<file path="src/rtl/fast_square_sweep_ctrl.sv">
// Sweep sequencer for a square-wave receiver. It resets the receiver, then for each frequency step
// it waits a settle gap, records, and pulses freq_step. All outputs come straight from flops.
module fast_square_sweep_ctrl #(
   parameter logic [6:0] CTRLADDR   = 7'd3,
   parameter logic [6:0] RECLENADDR = 7'd4,
   parameter logic [6:0] GAPLENADDR = 7'd5,
   parameter logic [6:0] NSTEPSADDR = 7'd6
) (
   input  logic        clock,
   input  logic        reset,
   input  logic [6:0]  serial_addr,
   input  logic [31:0] serial_data,
   input  logic        serial_strobe,
   input  logic        trigger,
   output logic        rx_reset,
   output logic        record,
   output logic        freq_step,
   output logic        busy,
   output logic        sweep_done,
   output logic [7:0]  step_index
);

   // state  | meaning
   // IDLE   | waiting for trigger or sw_start with enable set
   // RXRST  | receiver reset held for two cycles
   // SETTLE | gap_len cycles with record low
   // RECORD | record_len cycles with record high
   // STEP   | one-cycle freq_step pulse
   // DONE   | one-cycle sweep_done pulse
   typedef enum logic [2:0] {
      S_IDLE, S_RXRST, S_SETTLE, S_RECORD, S_STEP, S_DONE
   } state_t;

   state_t      state, state_nxt;
   logic        enable, continuous;
   logic [15:0] record_len, gap_len;
   logic [7:0]  num_steps;
   logic [15:0] rec_snap, gap_snap;
   logic [7:0]  steps_snap;
   logic [15:0] cnt, cnt_nxt;
   logic [7:0]  idx_nxt;
   logic        snap;
   logic        ctrl_wr, sw_start, enable_eff, cont_eff;

   assign ctrl_wr    = serial_strobe && (serial_addr == CTRLADDR);
   assign sw_start   = ctrl_wr && serial_data[2];
   // A write clearing enable takes effect on the same edge it is written.
   assign enable_eff = ctrl_wr ? serial_data[0] : enable;
   assign cont_eff   = ctrl_wr ? serial_data[1] : continuous;

   always_ff @(posedge clock) begin
      if (reset) begin
         enable     <= 1'b0;
         continuous <= 1'b0;
         record_len <= 16'd16384;
         gap_len    <= 16'd0;
         num_steps  <= 8'd4;
      end else if (serial_strobe) begin
         if (serial_addr == CTRLADDR) begin
            enable     <= serial_data[0];
            continuous <= serial_data[1];
         end
         if (serial_addr == RECLENADDR) record_len <= serial_data[15:0];
         if (serial_addr == GAPLENADDR) gap_len    <= serial_data[15:0];
         if (serial_addr == NSTEPSADDR) num_steps  <= serial_data[7:0];
      end
   end

   always_comb begin
      state_nxt = state;
      cnt_nxt   = cnt;
      idx_nxt   = step_index;
      snap      = 1'b0;
      case (state)
         S_IDLE: begin
            if (enable_eff && (trigger || sw_start)) begin
               state_nxt = S_RXRST;
               cnt_nxt   = 16'd1;
               idx_nxt   = 8'd0;
               snap      = 1'b1;
            end
         end
         S_RXRST: begin
            if (cnt == 16'd0) begin
               idx_nxt = 8'd0;
               if (gap_snap == 16'd0) begin
                  state_nxt = S_RECORD;
                  cnt_nxt   = rec_snap - 16'd1;
               end else begin
                  state_nxt = S_SETTLE;
                  cnt_nxt   = gap_snap - 16'd1;
               end
            end else begin
               cnt_nxt = cnt - 16'd1;
            end
         end
         S_SETTLE: begin
            if (cnt == 16'd0) begin
               state_nxt = S_RECORD;
               cnt_nxt   = rec_snap - 16'd1;
            end else begin
               cnt_nxt = cnt - 16'd1;
            end
         end
         S_RECORD: begin
            if (cnt == 16'd0) state_nxt = S_STEP;
            else              cnt_nxt   = cnt - 16'd1;
         end
         S_STEP: begin
            if (step_index == steps_snap - 8'd1) begin
               state_nxt = S_DONE;
            end else begin
               idx_nxt = step_index + 8'd1;
               if (gap_snap == 16'd0) begin
                  state_nxt = S_RECORD;
                  cnt_nxt   = rec_snap - 16'd1;
               end else begin
                  state_nxt = S_SETTLE;
                  cnt_nxt   = gap_snap - 16'd1;
               end
            end
         end
         S_DONE: begin
            if (enable_eff && cont_eff) begin
               state_nxt = S_RXRST;
               cnt_nxt   = 16'd1;
               idx_nxt   = 8'd0;
               snap      = 1'b1;
            end else begin
               state_nxt = S_IDLE;
            end
         end
         default: state_nxt = S_IDLE;
      endcase
      if (state != S_IDLE && !enable_eff) begin
         state_nxt = S_IDLE;
         cnt_nxt   = cnt;
         idx_nxt   = step_index;
         snap      = 1'b0;
      end
   end

   always_ff @(posedge clock) begin
      if (reset) begin
         state      <= S_IDLE;
         cnt        <= 16'd0;
         step_index <= 8'd0;
         rec_snap   <= 16'd1;
         gap_snap   <= 16'd0;
         steps_snap <= 8'd1;
         rx_reset   <= 1'b1;
         record     <= 1'b0;
         freq_step  <= 1'b0;
         busy       <= 1'b0;
         sweep_done <= 1'b0;
      end else begin
         state      <= state_nxt;
         cnt        <= cnt_nxt;
         step_index <= idx_nxt;
         if (snap) begin
            rec_snap   <= (record_len == 16'd0) ? 16'd1 : record_len;
            gap_snap   <= gap_len;
            steps_snap <= (num_steps == 8'd0) ? 8'd1 : num_steps;
         end
         rx_reset   <= (state_nxt == S_RXRST);
         record     <= (state_nxt == S_RECORD);
         freq_step  <= (state_nxt == S_STEP);
         busy       <= (state_nxt != S_IDLE);
         sweep_done <= (state_nxt == S_DONE);
      end
   end

endmodule

</file>
<file path="config.mk">
export PLATFORM = sky130hd
export DESIGN_NAME = fast_square_sweep_ctrl
export DESIGN_NICKNAME = d
export VERILOG_FILES = /design/src/rtl/fast_square_sweep_ctrl.sv
export SDC_FILE = /design/constraint.sdc
export NUM_CORES = 1
export LEC_CHECK = 0
export BUFFER_PORTS_ARGS = -buffer_cell sky130_fd_sc_hd__buf_4
export CORE_UTILIZATION = 30
export DETAILED_ROUTE_END_ITERATION = 12
export GPL_TIMING_DRIVEN = 0
export PLACE_DENSITY = 0.47
export SLEW_MARGIN = 20
export SYNTH_ARGS = -nofsm -noshare
export SYNTH_HDL_FRONTEND = slang
export SYNTH_SLANG_ARGS = --single-unit
</file>
<file path="constraint.sdc">
create_clock -name clock -period 2.82 [get_ports clock]
set_input_delay 0.282 -clock clock [delete_from_list [all_inputs] [get_ports clock]]
set_output_delay 0.282 -clock clock [all_outputs]
set_load 0.005 [all_outputs]
</file>
; Word level (Yosys, flattened, before mapping)
; Cells that the tools add are included.
[totals]
ff_bits = 114
in_bits = 43
output_inout_bits = 13
wordCells = 93
[op_classes]
n_addsub = 5
eq_ne = 19
n_mux = 30
bitwise = 1
n_reduce_logical = 22
[ops]
columns = operator, count
row1 = 16-bit two-way mux, 8
row2 = 16-bit case mux with 6 select lines, 1
row3 = 16-bit zero test, 3
row4 = "16-bit by 1-bit subtractor with 16-bit output, second input constant", 3
row5 = 8-bit two-way mux, 5
row6 = 8-bit case mux with 4 select lines, 1
row7 = "7-bit by 3-bit equality test with 1-bit output, second input constant", 3
row8 = 3-bit two-way mux, 6
row9 = 3-bit case mux with 6 select lines, 1
row10 = "3-bit equality test, second input constant", 4
row11 = 6-bit AND reduction, 2
row12 = "2-bit inequality test, second input constant", 5
row13 = "3-bit by 2-bit equality test with 1-bit output, second input constant", 3
row14 = "8-bit by 1-bit adder with 8-bit output, second input constant", 1
row15 = 8-bit equality test, 1
row16 = 8-bit zero test, 1
row17 = 2-bit AND reduction, 4
row18 = "8-bit by 1-bit subtractor with 8-bit output, second input constant", 1
row19 = "7-bit by 2-bit equality test with 1-bit output, second input constant", 1
row20 = 1-bit two-way mux, 7
row21 = "3-bit by 1-bit equality test with 1-bit output, second input constant", 2
row22 = 3-bit nonzero test, 2
row23 = 6-bit nonzero test, 1
row24 = 1-bit logical AND, 5
row25 = 6 further kinds, 6

; Logic depth before layout (Yosys ltp)
[logic_depth]
ltp_word = 9
ltp_mapped = 11

; Worst setup path after synthesis
; OpenSTA, ideal clock, no wires.
[synth_timing]
kind = flip-flop to flip-flop
from = reg steps_snap[0]
to = reg step_index[1]
setup_time_ns = 0.123
arrival_ns = 2.291
required_ns = 2.697
path_slack_ns = 0.405
stages_incl_launch_ff = 10
path_buffers = 0
period_less_slack_ns = 2.415
cell_sequence = dfxtp_1 inv_1 ha_1 xor2_1 or3b_2 a21oi_1 o21a_2 nand2_1 o2111a_1 mux2_1
[synth_between]
elab_chain_cells = 4
[synth_lines]
columns = element, line_no
row1 = "start, declared", 39  ; logic [7:0] steps_snap;
row2 = "start signal, assigned", 163  ; steps_snap <= (num_steps == 8'd0) ? 8'd1 : num_steps;
row3 = 8-bit by 1-bit subtractor with 8-bit output, 110  ; if (step_index == steps_snap - 8'd1) begin
row4 = 8-bit equality test, 110
row5 = 2-bit inequality test (no source line), --
row6 = 6-bit AND reduction (no source line), --
row7 = "end signal, assigned", 159  ; step_index <= idx_nxt;
row8 = "end, declared", 20  ; output logic [7:0] step_index
; No other way between the ends.
; A chain may end at the register's enable or synchronous reset.

; Worst setup path in the final report
; Ends and elaborated chain as after synthesis.

==> results.cfg <==
[power_and_ir_drop]
powerDensity_nw_per_um2 = 570
ir_drop_mv = 0.466
sw_frac_of_total = 0.273
p_comb_frac = 0.128
power_frac_seq = 0.387
power.switching_uw = 1150
p_leak_uw = 0.00293
total_power_uw = 4230
clockPowerShare = 0.486
p_int_uw = 3070

[synthesis]
ys_types = 85
synth.area.top_cells = dfxtp_1 (37%), nand2_1 (7.3%), mux2i_1 (6.5%), nor2_1 (5.5%), a21oi_1 (5.4%)
synth_top_cells_by_count = nand2_1 (119), dfxtp_1 (114), nor2_1 (89), a21oi_1 (66), mux2i_1 (40)
yosys_warnings = 0
syn_area_um2 = 6130
synth_ff_type = dfxtp_1
syn_nets = 803
seq_area_frac_synth = 0.372
synth_area_per_cell_um2 = 8.12
synthCells = 755
netlist.area_leader.share = 0.372
ys_ff_latch = 114
yosys.area.top_type = dfxtp_1
yosysMostFrequentCell = nand2_1
synth_edf_count = 0
synthArstFlopShare = 0

[run_status]
outcome = completed

[grt]
first_global_vias = 5303
grt_max_degree = 17
grt_pass1_wl_mm = 30.8
grt_util_all_layers = 0.191
overflow = 0
antenna_found_initial = 0

[worst_setup_path]
worstSetupPathType = flop to flop
start_kind = flop
critPathArrivalTime_ns = 2.95
critPathRequiredTime_ns = 3.13
max_stage_delay_ns = 0.45
r2r_end = step_index[1]$_SDFFE_PP0P_
crit_chain = inv_1, ha_2, xor2_1, or3b_2, a21oi_1, o21a_2, nand2_1, o2111a_2, mux2_1
r2r_cells = 9
timing.rr.start = steps_snap[0]$_SDFFE_PP1P_
rrSetupSlack_ns = 0.18
endpoint_kind = flop
slowest_stage = or3b_2
path_max_fanout = 8

[route]
vias = 5665
drt_wl_total_mm = 19.4
wire_per_inst_um = 17.7
detail_route.vias_per_cell = 5.17
drtAntennaViolNets = 0
drc = 0
drtIter0Drc = 445
dr.pass1.iters = 7

[cells_and_area]
antenna_cells = 0
drive_gt1_frac = 0.159
fin_util = 0.376
fin_nets = 867
layout.cells.non_filler = 1096
design_area_um2 = 7410
synthToLayoutAreaGrowth_pct = 20.9

[sta]
setup_viol = 0
fin_crit_ns = 2.64
fin_ws_ns = 0.180
rsz0062_at_grt = no
max_slew_margin = 0.444
timing.final.hold_violations = 0
fin_crit_sh = 0.936
fmax_mhz = 379
skew_ns = 0.00773
slew_viol_final = 0
worst_pin_slew_ns = 0.833

[clock_network]
tritoncts = yes
cts_made_buffers = 17
clk_pin_slew_worst_paths_ns = 0.06
clock-sinks = 114
cts_buffer_depth = 2
htree_levels = 4
cts-root-buf = clkbuf_16
clock_latency_ns = 0.42

[hold_path]
min_delay_path_depth = 3
min_to = record_len[14]$_SDFFE_PP1P_
hold_class = input port to flop
worstHoldStart = serial_data[14]

[floorplanning]
fp-row-count = 51
dieHeight_um = 145
start_util = 0.311
core_um2 = 19700
io_pins = 56
die-area_um2 = 21000
die_w_um = 145

[placed_design]
hpwl_mm = 14.6
place_ws_ns = -0.174
gp_congestion = 0.850
numPortBuffers = 39
dp_cells = 1059
placed_cell_area_um2 = 6750

[run]
drv_cap = 0
## layout by cell type (no fill, tap or decap), types with 5 or more instances in the layout
cell type and n:
a21oi_1 66, and3_1 5, o31ai_1 6, mux2i_1 40
nor3_1 22, o211ai_1 7, nand3_1 16, o21ai_0 18
or4_1 7, nand4_1 7, inv_1 20, nor4_1 12
dfxtp_1 114, buf_4 47, o21ai_1 8, o311ai_0 7
xnor2_1 28, nand2_1 118, clkbuf_1 22, o22ai_1 5
nor2_1 87, nor2b_1 7, xor2_1 10, clkbuf_16 17
## power by group through the flow
| stage | logic (uW) | registers (uW) | clock network, uW |
|---|---|---|---|
| after floorplan | 312 | 1670 | 0 |
| after global placement | 498 | 1670 | 0 |
| after detailed placement | 488 | 1670 | 0 |
| after CTS | 516 | 1630 | 2100 |
| after global routing | 580 | 1630 | 2160 |
| final | 539 | 1630 | 2050 |
## per-layer routing
metal	GRT usage	vias to the layer above	wire, um
li1	-	2844	-
met1	0.267	2671	9760
met2	0.286	125	8570
met3	0.0384	25	697
met4	0.0707	0	386
met5	0	-	0
## cell type report
type                       count  area (um2)
fill                        2077       12300
sequential                   114        2280
tap                          265         332
timing repair buffer          46         345
clock buffer                  19         453
buffer                        35         165
multi-input combinational    585        3650
clock inverter                12         110
inverter                      20        75.1
## state kept, by name (all words and copies together) (netlist names)
name,count
rec_snap,16
num_steps,8
record,1
step_index,8
continuous,1
cnt,16
gap_snap,16
gap_len,16
sweep_done,1
steps_snap,8
record_len,16
busy,1
freq_step,1
rx_reset,1
state,3
enable,1
## how the worst max path moves through the flow
| stage | from | end | slack, ns | cells past startpoint |
|---|---|---|---|---|
| after global placement | cnt[0]$_SDFFE_PP0P_ | cnt[6]$_SDFFE_PP0P_ | -0.25 | 9 |
| after global routing | state[0]$_SDFF_PP0_ | steps_snap[0]$_SDFFE_PP1P_ | 0.02 | 8 |
| after detailed placement | cnt[0]$_SDFFE_PP0P_ | cnt[6]$_SDFFE_PP0P_ | -0.17 | 9 |
| final | steps_snap[0]$_SDFFE_PP1P_ | step_index[1]$_SDFFE_PP0P_ | 0.18 | 9 |
| after floorplan | steps_snap[0]$_SDFFE_PP1P_ | step_index[1]$_SDFFE_PP0P_ | 0.41 | 9 |
| after CTS | steps_snap[0]$_SDFFE_PP1P_ | step_index[1]$_SDFFE_PP0P_ | 0.07 | 9 |
## cell families after synthesis
kind of cell | after synthesis | synth area share
mux | 43 | 0.0708
flops | 114 | 0.372
simple gates | 330 | 0.265
compound gates | 166 | 0.183
buf+inv | 56 | 0.0390
xor+xnor | 38 | 0.0543
fa+ha+maj | 8 | 0.0151
## per-stage QoR
stage	hold WS, ns	TNS, ns
after floorplan	0.407	0
after global placement	0.443	-2.27
after detailed placement	0.450	-1.55
after CTS	0.0787	0
after global routing	0.0933	0
final	0.0953	0
## timing repair
item	CTS	global route
hold buffers	0	0
gates resized for setup	2	12
setup endpoints to repair	16	15
buffers inserted	6	1
pin swaps	2	0
## worst max-delay path: cells and delay by family (launching register included)
| kind | cells | cell delay [ns] |
|---|---|---|
| compound gates | 3 | 0.68 |
| simple gates | 2 | 0.60 |
| flops | 1 | 0.41 |
| mux | 1 | 0.33 |
| fa+ha+maj | 1 | 0.24 |
| xor+xnor | 1 | 0.16 |
| buf+inv | 1 | 0.11 |
No activity file was read; power rests on OpenSTA's default activity.
